## src/rtl/mips_ctrl_pkg.sv

```systemverilog
// Shared encodings for the MIPS control path: opcodes, functs, FSM states and datapath select codes.
// Both the single-cycle decoder and the multi-cycle sequencer import this package.
package mips_ctrl_pkg;

  typedef enum logic [2:0] {
    S_FETCH  = 3'd0,
    S_DECODE = 3'd1,
    S_EXEC   = 3'd2,
    S_MEM    = 3'd3,
    S_WB     = 3'd4,
    S_EXC    = 3'd5
  } state_t;

  typedef enum logic [3:0] {
    CL_RSVD,
    CL_ALU_R,
    CL_ALU_I,
    CL_LW,
    CL_SW,
    CL_BEQ,
    CL_J,
    CL_JAL,
    CL_ERET
  } cls_t;

  localparam logic [5:0] OP_RTYPE = 6'h00;
  localparam logic [5:0] OP_J     = 6'h02;
  localparam logic [5:0] OP_JAL   = 6'h03;
  localparam logic [5:0] OP_BEQ   = 6'h04;
  localparam logic [5:0] OP_ORI   = 6'h0d;
  localparam logic [5:0] OP_LUI   = 6'h0f;
  localparam logic [5:0] OP_COP0  = 6'h10;
  localparam logic [5:0] OP_LW    = 6'h23;
  localparam logic [5:0] OP_SW    = 6'h2b;

  localparam logic [5:0] FN_ADDU  = 6'h21;
  localparam logic [5:0] FN_SUBU  = 6'h23;
  localparam logic [5:0] FN_ERET  = 6'h18;

  localparam logic [3:0] ALU_ADD  = 4'd0;
  localparam logic [3:0] ALU_SUB  = 4'd1;
  localparam logic [3:0] ALU_OR   = 4'd2;
  localparam logic [3:0] ALU_LUI  = 4'd3;

  localparam logic [1:0] EXT_ZERO  = 2'd0;
  localparam logic [1:0] EXT_SIGN  = 2'd1;
  localparam logic [1:0] EXT_UPPER = 2'd2;

  localparam logic [2:0] PCSEL_PC4  = 3'd0;
  localparam logic [2:0] PCSEL_BR   = 3'd1;
  localparam logic [2:0] PCSEL_JUMP = 3'd2;
  localparam logic [2:0] PCSEL_VEC  = 3'd3;
  localparam logic [2:0] PCSEL_EPC  = 3'd4;

  localparam logic [1:0] WBSEL_ALU = 2'd0;
  localparam logic [1:0] WBSEL_DM  = 2'd1;
  localparam logic [1:0] WBSEL_PC  = 2'd2;

  localparam logic [1:0] REGDST_RT = 2'd0;
  localparam logic [1:0] REGDST_RD = 2'd1;
  localparam logic [1:0] REGDST_RA = 2'd2;

  function automatic logic is_mem(input cls_t c);
    return (c == CL_LW) || (c == CL_SW);
  endfunction

endpackage

```

## src/rtl/mc_ctrl_fsm_if.sv

```systemverilog
// Instruction/data memory handshake bundle between the sequencer (master) and the memories (slave).
interface mc_ctrl_fsm_if;
  logic imem_req;
  logic imem_ack;
  logic dmem_req;
  logic dmem_we;
  logic dmem_ack;

  modport master (output imem_req, dmem_req, dmem_we, input imem_ack, dmem_ack);
  modport slave  (input imem_req, dmem_req, dmem_we, output imem_ack, dmem_ack);
endinterface

```

## src/rtl/mc_ctrl_dec.sv

```systemverilog
// Combinational op/funct decoder: instruction class, ALU control and reserved-instruction flag.
module mc_ctrl_dec
  import mips_ctrl_pkg::*;
(
  input  logic [5:0] op,
  input  logic [5:0] funct,
  output cls_t       cls,
  output logic [3:0] alu_op,
  output logic [1:0] ext_op,
  output logic       alu_src,
  output logic       rsvd
);

  always_comb begin
    cls     = CL_RSVD;
    alu_op  = ALU_ADD;
    ext_op  = EXT_ZERO;
    alu_src = 1'b0;
    unique case (op)
      OP_RTYPE: begin
        if (funct == FN_ADDU) begin
          cls = CL_ALU_R;
        end else if (funct == FN_SUBU) begin
          cls    = CL_ALU_R;
          alu_op = ALU_SUB;
        end
      end
      OP_ORI: begin
        cls     = CL_ALU_I;
        alu_op  = ALU_OR;
        alu_src = 1'b1;
      end
      OP_LUI: begin
        cls     = CL_ALU_I;
        alu_op  = ALU_LUI;
        ext_op  = EXT_UPPER;
        alu_src = 1'b1;
      end
      OP_LW: begin
        cls     = CL_LW;
        ext_op  = EXT_SIGN;
        alu_src = 1'b1;
      end
      OP_SW: begin
        cls     = CL_SW;
        ext_op  = EXT_SIGN;
        alu_src = 1'b1;
      end
      OP_BEQ: begin
        cls    = CL_BEQ;
        alu_op = ALU_SUB;
        ext_op = EXT_SIGN;
      end
      OP_J:    cls = CL_J;
      OP_JAL:  cls = CL_JAL;
      OP_COP0: if (funct == FN_ERET) cls = CL_ERET;
      default: cls = CL_RSVD;
    endcase
  end

  assign rsvd = (cls == CL_RSVD);

endmodule

```

## src/rtl/mc_ctrl_fsm.sv

```systemverilog
// Multi-cycle MIPS sequencer: FETCH/DECODE/EXEC/MEM/WB/EXC with memory-handshake timeouts,
// precise exceptions for reserved instructions and level IRQ, and the CP0 exception-level bit.
module mc_ctrl_fsm
  import mips_ctrl_pkg::*;
#(
  parameter int IM_WAIT_MAX = 16,
  parameter int DM_WAIT_MAX = 16
) (
  input  logic          clk,
  input  logic          reset,
  mc_ctrl_fsm_if.master mem,
  input  logic [31:0]   instr,
  input  logic          alu_zero,
  input  logic          irq,
  output logic          ir_w,
  output logic          pc_w,
  output logic [2:0]    pc_sel,
  output logic          reg_w,
  output logic [1:0]    reg_dst,
  output logic [1:0]    wb_sel,
  output logic          alu_src,
  output logic [3:0]    alu_op,
  output logic [1:0]    ext_op,
  output logic          epc_w,
  output logic          epc_sel,
  output logic          exl,
  output logic          bus_err,
  output logic [2:0]    state
);

  localparam logic [15:0] IM_LIM = 16'(IM_WAIT_MAX - 1);
  localparam logic [15:0] DM_LIM = 16'(DM_WAIT_MAX - 1);

  state_t      state_q, state_d;
  logic [15:0] wait_q, wait_d;
  logic        exl_q, exl_d;
  logic        epc_sel_q, epc_sel_d;

  cls_t        cls;
  logic [3:0]  dec_alu_op;
  logic [1:0]  dec_ext_op;
  logic        dec_alu_src;
  logic        rsvd;
  logic        im_to, dm_to;
  logic        imem_req, dmem_req, dmem_we;
  logic        unused_instr;

  assign unused_instr = ^instr[25:6];

  mc_ctrl_dec u_dec (
    .op      (instr[31:26]),
    .funct   (instr[5:0]),
    .cls     (cls),
    .alu_op  (dec_alu_op),
    .ext_op  (dec_ext_op),
    .alu_src (dec_alu_src),
    .rsvd    (rsvd)
  );

  // A limit of 0 disables the timeout; an ack in the limit cycle is still honoured.
  assign im_to = (IM_WAIT_MAX != 0) && (wait_q == IM_LIM);
  assign dm_to = (DM_WAIT_MAX != 0) && (wait_q == DM_LIM);

  always_ff @(posedge clk or posedge reset) begin
    if (reset) begin
      state_q   <= S_FETCH;
      wait_q    <= '0;
      exl_q     <= 1'b0;
      epc_sel_q <= 1'b0;
    end else begin
      state_q   <= state_d;
      wait_q    <= wait_d;
      exl_q     <= exl_d;
      epc_sel_q <= epc_sel_d;
    end
  end

  always_comb begin
    state_d   = state_q;
    exl_d     = exl_q;
    epc_sel_d = epc_sel_q;
    imem_req  = 1'b0;
    dmem_req  = 1'b0;
    dmem_we   = 1'b0;
    ir_w      = 1'b0;
    pc_w      = 1'b0;
    pc_sel    = PCSEL_PC4;
    reg_w     = 1'b0;
    reg_dst   = REGDST_RT;
    wb_sel    = WBSEL_ALU;
    alu_src   = 1'b0;
    alu_op    = ALU_ADD;
    ext_op    = EXT_ZERO;
    epc_w     = 1'b0;
    epc_sel   = 1'b0;
    bus_err   = 1'b0;

    if (!reset) begin
      if (state_q inside {S_DECODE, S_EXEC, S_MEM, S_WB}) begin
        alu_src = dec_alu_src;
        alu_op  = dec_alu_op;
        ext_op  = dec_ext_op;
      end

      unique case (state_q)
        S_FETCH: begin
          // IRQ is only taken between instructions, so the abort is always precise.
          if (irq && !exl_q) begin
            state_d   = S_EXC;
            epc_sel_d = 1'b0;
          end else begin
            imem_req = 1'b1;
            if (mem.imem_ack) begin
              ir_w    = 1'b1;
              pc_w    = 1'b1;
              state_d = S_DECODE;
            end else if (im_to) begin
              bus_err   = 1'b1;
              state_d   = S_EXC;
              epc_sel_d = 1'b0;
            end
          end
        end
        S_DECODE: begin
          if (rsvd) begin
            state_d   = S_EXC;
            epc_sel_d = 1'b1;
          end else begin
            unique case (cls)
              CL_J: begin
                pc_w    = 1'b1;
                pc_sel  = PCSEL_JUMP;
                state_d = S_FETCH;
              end
              CL_JAL: begin
                pc_w    = 1'b1;
                pc_sel  = PCSEL_JUMP;
                reg_w   = 1'b1;
                reg_dst = REGDST_RA;
                wb_sel  = WBSEL_PC;
                state_d = S_FETCH;
              end
              CL_ERET: begin
                pc_w    = 1'b1;
                pc_sel  = PCSEL_EPC;
                exl_d   = 1'b0;
                state_d = S_FETCH;
              end
              default: state_d = S_EXEC;
            endcase
          end
        end
        S_EXEC: begin
          if (cls == CL_BEQ) begin
            pc_w    = alu_zero;
            pc_sel  = PCSEL_BR;
            state_d = S_FETCH;
          end else if (is_mem(cls)) begin
            state_d = S_MEM;
          end else begin
            state_d = S_WB;
          end
        end
        S_MEM: begin
          dmem_req = 1'b1;
          dmem_we  = (cls == CL_SW);
          if (mem.dmem_ack) begin
            state_d = (cls == CL_SW) ? S_FETCH : S_WB;
          end else if (dm_to) begin
            bus_err   = 1'b1;
            state_d   = S_EXC;
            epc_sel_d = 1'b0;
          end
        end
        S_WB: begin
          reg_w   = 1'b1;
          reg_dst = (cls == CL_ALU_R) ? REGDST_RD : REGDST_RT;
          wb_sel  = (cls == CL_LW) ? WBSEL_DM : WBSEL_ALU;
          state_d = S_FETCH;
        end
        S_EXC: begin
          epc_w   = 1'b1;
          epc_sel = epc_sel_q;
          pc_w    = 1'b1;
          pc_sel  = PCSEL_VEC;
          exl_d   = 1'b1;
          state_d = S_FETCH;
        end
        default: state_d = S_FETCH;
      endcase
    end
  end

  assign wait_d = (state_d != state_q) ? '0 : wait_q + 16'd1;

  assign mem.imem_req = imem_req;
  assign mem.dmem_req = dmem_req;
  assign mem.dmem_we  = dmem_we;
  assign exl          = exl_q;
  assign state        = state_q;

endmodule
```

## src/flat_wrapper.sv

```systemverilog
// flat-port wrapper written by rule: the top's interface ports become plain ports
module mc_ctrl_fsm_flat import mips_ctrl_pkg::*;
#(
  parameter int IM_WAIT_MAX = 16,
  parameter int DM_WAIT_MAX = 16
)
  (clk, reset, instr, alu_zero, irq, ir_w, pc_w, pc_sel, reg_w, reg_dst, wb_sel, alu_src, alu_op, ext_op, epc_w, epc_sel, exl, bus_err, state, mem_imem_req, mem_dmem_req, mem_dmem_we, mem_imem_ack, mem_dmem_ack);
  mc_ctrl_fsm_if mem_i ();
  input  logic clk;
  input  logic reset;
  input  logic [31:0] instr;
  input  logic alu_zero;
  input  logic irq;
  output logic ir_w;
  output logic pc_w;
  output logic [2:0] pc_sel;
  output logic reg_w;
  output logic [1:0] reg_dst;
  output logic [1:0] wb_sel;
  output logic alu_src;
  output logic [3:0] alu_op;
  output logic [1:0] ext_op;
  output logic epc_w;
  output logic epc_sel;
  output logic exl;
  output logic bus_err;
  output logic [2:0] state;
  output wire logic [$bits(mem_i.imem_req)-1:0] mem_imem_req;
  output wire logic [$bits(mem_i.dmem_req)-1:0] mem_dmem_req;
  output wire logic [$bits(mem_i.dmem_we)-1:0] mem_dmem_we;
  input wire logic [$bits(mem_i.imem_ack)-1:0] mem_imem_ack;
  input wire logic [$bits(mem_i.dmem_ack)-1:0] mem_dmem_ack;
  assign mem_imem_req = mem_i.imem_req;
  assign mem_dmem_req = mem_i.dmem_req;
  assign mem_dmem_we = mem_i.dmem_we;
  assign mem_i.imem_ack = mem_imem_ack;
  assign mem_i.dmem_ack = mem_dmem_ack;
  mc_ctrl_fsm #(.IM_WAIT_MAX(IM_WAIT_MAX), .DM_WAIT_MAX(DM_WAIT_MAX)) u_core (.clk(clk), .reset(reset), .mem(mem_i), .instr(instr), .alu_zero(alu_zero), .irq(irq), .ir_w(ir_w), .pc_w(pc_w), .pc_sel(pc_sel), .reg_w(reg_w), .reg_dst(reg_dst), .wb_sel(wb_sel), .alu_src(alu_src), .alu_op(alu_op), .ext_op(ext_op), .epc_w(epc_w), .epc_sel(epc_sel), .exl(exl), .bus_err(bus_err), .state(state));
endmodule
```

## config.mk

```make
export PLATFORM = sky130hd
export DESIGN_NAME = mc_ctrl_fsm_flat
export DESIGN_NICKNAME = d
export VERILOG_FILES = /design/src/rtl/mips_ctrl_pkg.sv /design/src/rtl/mc_ctrl_fsm_if.sv /design/src/rtl/mc_ctrl_dec.sv /design/src/rtl/mc_ctrl_fsm.sv /design/src/flat_wrapper.sv
export SDC_FILE = /design/constraint.sdc
export NUM_CORES = 1
export LEC_CHECK = 0
export ABC_AREA = 1
export CAP_MARGIN = 20
export CELL_PAD_IN_SITES_DETAIL_PLACEMENT = 1
export CELL_PAD_IN_SITES_GLOBAL_PLACEMENT = 1
export CORE_ASPECT_RATIO = 0.6
export CORE_MARGIN = 8
export CORE_UTILIZATION = 31
export CTS_BUF_LIST = sky130_fd_sc_hd__clkbuf_16
export CTS_CLUSTER_DIAMETER = 150
export DETAILED_ROUTE_END_ITERATION = 6
export HOLD_SLACK_MARGIN = 0.1
export PLACE_DENSITY = 0.77
export SETUP_SLACK_MARGIN = 0.2
export SLEW_MARGIN = 20
export SYNTH_ARGS = -nofsm -noshare
export SYNTH_HDL_FRONTEND = slang
export SYNTH_HIERARCHICAL = 1
export SYNTH_SLANG_ARGS = --single-unit
```

## constraint.sdc

```tcl
create_clock -name clk -period 3.1 [get_ports clk]
set_clock_uncertainty 0.2 [all_clocks]
set_input_delay 0.465 -clock clk [delete_from_list [all_inputs] [get_ports clk]]
set_output_delay 0.465 -clock clk [all_outputs]
set_load 0.01 [all_outputs]
```

## After elaboration in Yosys (flattened, before gate mapping)

Index checks and enable logic that the tools add are counted.
Widths: inputs -> output; s select.

- Register bits: 21
- Output and inout bits: 27
- Word-level logic and storage cells: 130

- Muxes and demuxes: 78
- Equality and inequality tests: 30
- Bitwise operators: 1
- $add $sub $neg: 1
- Reductions and logical operators: 16

Operators by type and width:

| operator | number |
|---|---|
| $mux 1 | 43 |
| $mux 3 | 11 |
| $pmux 4 s8 | 1 |
| $eq 6x6->1 const B | 4 |
| $add 16x1->16 const B | 1 |
| $eq 16x4->1 const B | 1 |
| $eq 4x3->1 const B | 4 |
| $mux 16 | 1 |
| $mux 2 | 8 |
| $eq 6x2->1 const B | 2 |
| $eq 6x4->1 const B | 2 |
| $eq 6x5->1 const B | 2 |
| $pmux 2 s2 | 3 |
| $pmux 3 s4 | 1 |
| $pmux 3 s3 | 1 |
| $mux 4 | 2 |
| $pmux 2 s4 | 1 |
| $eq 3x2->1 const B | 2 |
| $eq 3x3->1 const B | 2 |
| $eq 6x3->1 const B | 1 |
| $logic_not 6->1 | 1 |
| $ne 2x2->1 const B | 3 |
| $pmux 1 s2 | 3 |
| $pmux 3 s2 | 1 |
| other kinds (23) | 25 |

## Logic depth before layout (Yosys ltp)

Gate-level depths: netlist of the first run.

- Word-level depth: 12
- Depth in mapped cells: 18
- Gate-level depth less buffers: 17

## Cells and area by module

Netlist of the first run, hierarchy kept.

Modules (own cells, without submodules):

| module | area each (um^2) | instances | cells each |
|---|---|---|---|
| mc_ctrl_fsm | 1649.1 | 1 | 247 |
| mc_ctrl_dec | 249.0 | 1 | 55 |

## Worst setup path after synthesis of the first run

Ideal clock, no wire load.

- Path kind: input -> output
- Start point: input port reset
- End point: output port epc_sel
- Required time: 2.435 ns
- Stages on the path: 6
- Arrival time: 2.148 ns
- Slack: 0.287 ns
- Path buffers: 1
- Cell sequence: inv_1 -> clkbuf_1 -> nand3_1 -> nor2_1 -> inv_1 -> nor2_1

- Longest elaborated chain between the ends: 1

Ends and longest elaborated chain:

| element | RTL line | text |
|---|---|---|
| start, declared | flat_wrapper.sv:10 | `input logic reset;` |
| $mux 1 | mc_ctrl_fsm.sv:98 | `if (!reset) begin` |
| end, declared | flat_wrapper.sv:24 | `output logic epc_sel;` |

No other way between the ends.

## Worst setup path after layout of the first run

- Start point: input port instr[1]
- End point: output port pc_w

RTL lines:

| element | RTL line | text |
|---|---|---|
| start, declared | flat_wrapper.sv:11 | `input logic [31:0] instr;` |
| $eq 6x5->1 * | mc_ctrl_dec.sv:56 | `OP_COP0: if (funct == FN_ERET) cls = CL_ERET;` |
| $mux 4 * | mc_ctrl_dec.sv:56 |  |
| $pmux 4 s8 * | mc_ctrl_dec.sv:19 | `unique case (op)` |
| via u_core.cls[3] | mc_ctrl_fsm.sv:39 | `cls_t cls;` |
| $eq 4x3->1 or $eq 4x4->1 (tied branches) | mc_ctrl_fsm.sv:129 | `unique case (cls)` |
| $reduce_or 3->1 (no source line) | - |  |
| $mux 1 | mc_ctrl_fsm.sv:129 |  |
| $mux 1 | mc_ctrl_fsm.sv:125 | `if (rsvd) begin` |
| $pmux 1 s4 * | mc_ctrl_fsm.sv:105 | `unique case (state_q)` |
| $mux 1 * | mc_ctrl_fsm.sv:98 |  |
| end, declared | flat_wrapper.sv:15 | `output logic pc_w;` |

Mark *: on every way through the listed nets, which the timed path passes. The rest lies on a longest branch.

==> results of run 1 <==
stage by stage:
step | setup slack [ns] | TNS (ns) | util
floorplan | 0.287 | 0 | -
global placement | -0.354 | -4.24 | 0.432
detailed placement | -0.430 | -6.50 | 0.432
CTS | 0.202 | 0 | 0.463
global route | 0.149 | 0 | 0.484
finish | 0.307 | 0 | 0.484
how the worst min path moves through the flow:
stage	startpoint	cells after the start	end
4_1_cts	u_core/wait_q[0]	1	u_core/wait_q[0]
5_1_grt	reset	3	u_core/wait_q[7]
6_report	reset	3	u_core/wait_q[7]
2_1_floorplan	u_core/wait_q[0]	1	u_core/wait_q[0]
3_3_place_gp	u_core/wait_q[0]	1	u_core/wait_q[0]
3_5_place_dp	u_core/wait_q[0]	1	u_core/wait_q[0]
final cells by class:
class	instances	area, um2
tap	84	105
clock inverter	1	5.00
sequential	21	527
multi-input combinational	228	1300
inverter	45	171
clock buffer	3	75.1
timing repair buffer	83	731
fill	778	3110
kinds of logic (layout without fill, tap and decap cells):
group | after synthesis | after routing | share of synthesized area
AO/OA/AOI/OAI | 15 | 15 | 0.0461
AND/OR/NAND/NOR | 198 | 198 | 0.490
other | 1 | 2 | 0.00198
XOR/XNOR | 12 | 12 | 0.0554
adder cells (fa/ha/maj) | 1 | 1 | 0.00659
flip-flops | 21 | 21 | 0.277
buffers and inverters | 54 | 132 | 0.123
flip-flops by register name, summed over array words and instances (netlist names):
| name | cells |
|---|---|
| u_core/wait_q | 16 |
| u_core/state | 3 |
| u_core/epc_sel_q | 1 |
| u_core/exl | 1 |
cells in the mapped netlist, types with 3 or more instances:
cell type,n
o21ai_0,5
nand3_2,3
dfrtp_1,21
nor3_1,17
nand3_1,22
nand4_1,10
xor2_1,6
nor2_1,63
inv_1,42
buf_4,4
xnor2_1,6
nor3_2,10
inv_2,3
nand2_1,61
a21oi_1,6
nor2_2,6
power by group:
part	internal (uW)	total (uW)	switching (uW)	leakage, uW
combinational	340	819	479	0.00107
sequential	319	381	61.4	0.000284
clock	174	278	104	0.0000409
critical path: stages:
cell and delay, ns:
clkdlybuf4s50_1 0.43, nor3_2 0.18, nand4_1 0.17, inv_2 0.10, nand4_1 0.13, buf_4 0.17
o21ai_1 0.15, a21oi_1 0.06, a21oi_1 0.13, buf_2 0.15
what timing repair did:
| item | CTS | global route |
|---|---|---|
| endpoints found under the setup margin | 32 | 29 |
| pin swaps | 14 | 15 |
| hold endpoints to repair | 0 | 0 |
| setup buffers | 5 | 5 |
| gates cloned | 1 | 1 |
| resized for setup | 68 | 42 |
layer usage:
metal,share of wire,global-route usage
met5,0,0
met2,0.44,0.228
met3,0.064,0.0309
met1,0.49,0.235
met4,0.0071,0.0229
==> impl_metrics.json, run 1 <==
{
  "outcome": "finished clean",
  "synth_area_um2": 1900,
  "cp.required_ns": 2.43,
  "syn_area_per_cell_um2": 6.29,
  "cts_buffers": 3,
  "die_h_um": 76.6,
  "cts.clk_slew.worst_paths_ns": 0.06,
  "hold_path.class": "in -> async",
  "synth_edf_count": 0,
  "vias": 2256,
  "synthFlopType": "dfrtp_1",
  "drive_gt1_frac": 0.318,
  "r2r_start": "u_core/state[1]",
  "timing.rr.end": "u_core/wait_q[7]",
  "antennaDiodeCount": 0,
  "drc": 0,
  "place_congestion": 0.843,
  "hpwl_um": 5540,
  "synthCells": 302,
  "final_common_cell": "nand2_1",
  "crit_end": "pc_w",
  "antenna_found_initial": 0,
  "grt_pass1_wl_um": 11300,
  "dpl_cell_area_um2": 2610,
  "grt_usage": 0.157,
  "ff2ff_setup_slack_ns": 0.57,
  "dp_cells": 449,
  "routedWlPerCell_um": 16.0,
  "dieArea_um2": 8960,
  "ys_ff_latch": 21,
  "hold_viol": 0,
  "total_power_uw": 1480,
  "root_buffer": "clkbuf_16",
  "ir_drop_uv": 414,
  "ant_nets": 0,
  "slew_violations": 0,
  "port_buffers": 42,
  "r2r_cells": 13,
  "coreArea_um2": 6030,
  "clkLatencyLatePin_ns": 0.26,
  "nNetsFinal": 421,
  "overflow": 0,
  "synth_cell_types": 29,
  "drt_iter0_markers": 127,
  "io_pins": 65,
  "cts.htree.levels": 1,
  "powerDensity_nw_per_um2": 507,
  "criticalPathCategory": "in -> out",
  "ctsLongestPathBuffers": 2,
  "leakage_uw": 0.00139,
  "yosys-top-cells-area": "dfrtp_1 28%, nor2_1 12%, nand2_1 12%",
  "synth_top_area_cell": "dfrtp_1",
  "critPathLaunch": "instr[1]",
  "crit_fanout": 2,
  "initial_core_util": 0.315,
  "wirelength_um": 7420,
  "areaGrowthSynthToFinish_pct": 53.6,
  "cap_violations": 0,
  "seq_area_frac_synth": 0.277,
  "vias_per_cell": 4.85,
  "die_w_um": 117,
  "first_global_vias": 2201,
  "holdBufCountCts": 0,
  "ys_warn_count": 6,
  "dr.pass1.iters": 4,
  "stdcell_count": 465,
  "max_freq_ghz": 0.358,
  "hold_slack_ns": 0.114,
  "cp-end-kind": "output pin",
  "rows": 22,
  "finalSetupViolCount": 0,
  "tritoncts": "done",
  "rsz0062_at_grt": "true",
  "async_flop_share": 1.00,
  "post-route-period-util": 0.901,
  "stdcell_area_um2": 2920,
  "period_minus_slack_ns": 2.79,
  "grt_max_degree": 19,
  "cts_num_sinks": 21,
  "cp-start-kind": "input port",
  "yosysTopAreaCellShare": 0.277,
  "worst_ep_arrival_time_ns": 2.13,
  "final_cell_mix": "56 x nand2_1, 51 x nor2_1, 36 x inv_1, 35 x buf_4, 20 x dfrtp_1"
}
Note: power is estimated with default switching activity, not from simulation.
==> run 2: changes to the inputs <==
- GPL_ROUTABILITY_DRIVEN: not set -> 1
- PLACE_DENSITY: 0.77 -> 0.85
==> impl_metrics.json, run 2 (synthesis gave the netlist of run 1 again) <==
{
  "dpl_cell_area_um2": 2630,
  "leakage_uw": 0.00137,
  "hold_path.class": "reg -> reg",
  "clkLatencyLatePin_ns": 0.25,
  "die_h_um": 76.6,
  "grt_usage": 0.171,
  "initial_core_util": 0.315,
  "post-route-period-util": 0.938,
  "worst_ep_arrival_time_ns": 2.88,
  "drt_iter0_markers": 178,
  "dr.pass1.iters": 4,
  "cts_num_sinks": 21,
  "power.switching_uw": 664,
  "die_w_um": 117,
  "min_path_cells": 1,
  "r2r_cells": 13,
  "timing.rr.end": "u_core/wait_q[13]",
  "tns_ns": 0,
  "p_seq_frac": 0.259,
  "cp-start-kind": "input port",
  "holdBufCountCts": 0,
  "drc": 0,
  "io_pins": 65,
  "cp.required_ns": 3.07,
  "dp_slack_ns": -0.497,
  "finalSetupViolCount": 0,
  "criticalPathCategory": "in -> reg",
  "root_buffer": "clkbuf_16",
  "first_global_vias": 2463,
  "regMostFlops": "u_core/wait_q",
  "hp-start": "u_core/wait_q[0]",
  "max_stage_delay_ns": 0.24,
  "cp_slowest_cell": "dlygate4sd2_1",
  "place_congestion": 0.866,
  "nNetsFinal": 418,
  "vias_per_cell": 5.20,
  "hold_slack_ns": 0.292,
  "rsz0062_at_grt": "false",
  "max_freq_ghz": 0.344,
  "hold_viol": 0,
  "antenna_found_initial": 0,
  "cts.htree.levels": 1,
  "powerDensity_nw_per_um2": 510,
  "hpwl_um": 5920,
  "outcome": "finished clean",
  "cts.clk_slew.worst_paths_ns": 0.06,
  "grt_pass1_wl_um": 12300,
  "crit_fanout": 8,
  "drive_gt1_frac": 0.307,
  "finalWorstSetupSlack_ns": 0.191,
  "ant_nets": 0,
  "final_cell_mix": "56 x nand2_1, 53 x nor2_1, 36 x inv_1, 34 x buf_4",
  "dieArea_um2": 8960,
  "largest_register_ffs": 16,
  "rows": 22,
  "tritoncts": "done",
  "p_int_uw": 812,
  "grt_max_degree": 20,
  "ctsLongestPathBuffers": 2,
  "cts_buffers": 3,
  "areaGrowthSynthToFinish_pct": 52.5,
  "period_minus_slack_ns": 2.91,
  "routedWlPerCell_um": 18.5,
  "ff2ff_setup_slack_ns": 0.46,
  "stdcell_area_um2": 2900,
  "port_buffers": 42,
  "vias": 2401,
  "final_common_cell": "nand2_1",
  "overflow": 0,
  "cp-end-kind": "flip-flop",
  "antennaDiodeCount": 0,
  "ir_drop_uv": 247,
  "cpMostUsedCell": "nor2_2",
  "p_comb_frac": 0.556,
  "coreArea_um2": 6030,
  "cp_cell_sequence": "dlygate4sd2_1 > inv_1 > nor2_1 > nand3_2 > nor2_4 > nor2_4 > nand2_2 > buf_4 > inv_2 > buf_4 > nand2_1 > nor2_2 > nor2_2 > nor2_1 > nor2_2 > nand2_2 > a21oi_2 > nand3_4 > clkbuf_16 > nor3_2",
  "cap_violations": 0,
  "slew_violations": 0,
  "p_sw_frac": 0.450,
  "r2r_start": "u_core/state[1]",
  "wirelength_um": 8530,
  "clkPwrFrac": 0.185,
  "hold_end": "u_core/wait_q[0]"
}
## run 2: cell types whose count changed in the layout (fill, tap and decap cells not counted), moves of 2 or more
cell     previous run  this run
nor3_2             16        20
buf_2               6         3
nor2_2             13        10
nor3_1             10         7
nand3_2             6         4
nor2_1             51        53
## run 2: power by group through the flow
stage	registers (uW)	clock network, uW	logic (uW)
floorplan	363	0	410
global placement	377	0	651
detailed placement	381	0	681
CTS	378	280	694
global route	390	291	874
finish	382	274	821
## run 2: per-stage QoR
step	total power, uW	cells	utilization
3_3_place_gp	1030	452	0.436
2_1_floorplan	773	303	-
4_1_cts	1350	460	0.463
3_5_place_dp	1060	452	0.436
5_1_grt	1550	462	0.480
6_report	1480	462	0.480
## run 2: worst max-delay path by stage
stage	start	to	depth (start not counted)
3_3_place_gp	instr[31]	pc_w	12
4_1_cts	instr[26]	reg_w	12
3_5_place_dp	instr[31]	reg_w	11
5_1_grt	instr[0]	u_core/wait_q[1]	20
2_1_floorplan	reset	epc_sel	6
6_report	instr[0]	u_core/wait_q[7]	20
## run 2: layout make-up
cell class                      instances  area (um2)
Tap cell                               84         105
Timing Repair Buffer                   80         704
Fill cell                             769        3130
Inverter                               45         169
Multi-Input combinational cell        228        1310
Clock inverter                          1        5.00
Sequential cell                        21         527
Clock buffer                            3        75.1
## run 2: worst max-delay path, delay by kind of cell
kind | cells | cell delay, ns
AOI/OAI and AO/OA | 1 | 0.20
buffers and inverters | 6 | 0.81
and+or+nand+nor | 13 | 1.40
## run 2: metal layers
metal | global-route usage | vias up | wire [um]
met3 | 0.0253 | 16 | 642
li1 | - | 1108 | -
met1 | 0.227 | 1164 | 3590
met2 | 0.281 | 113 | 4200
met5 | 0 | - | 0
met4 | 0.0407 | 0 | 101
## run 2: what timing repair did
item                                    4_1_cts  5_1_grt
pin swaps                                    14       15
endpoints found under the hold margin         0        0
resized for setup                            59       44
endpoints found under the setup margin       31       31
buffers inserted                              4        1
cloned                                        0        1
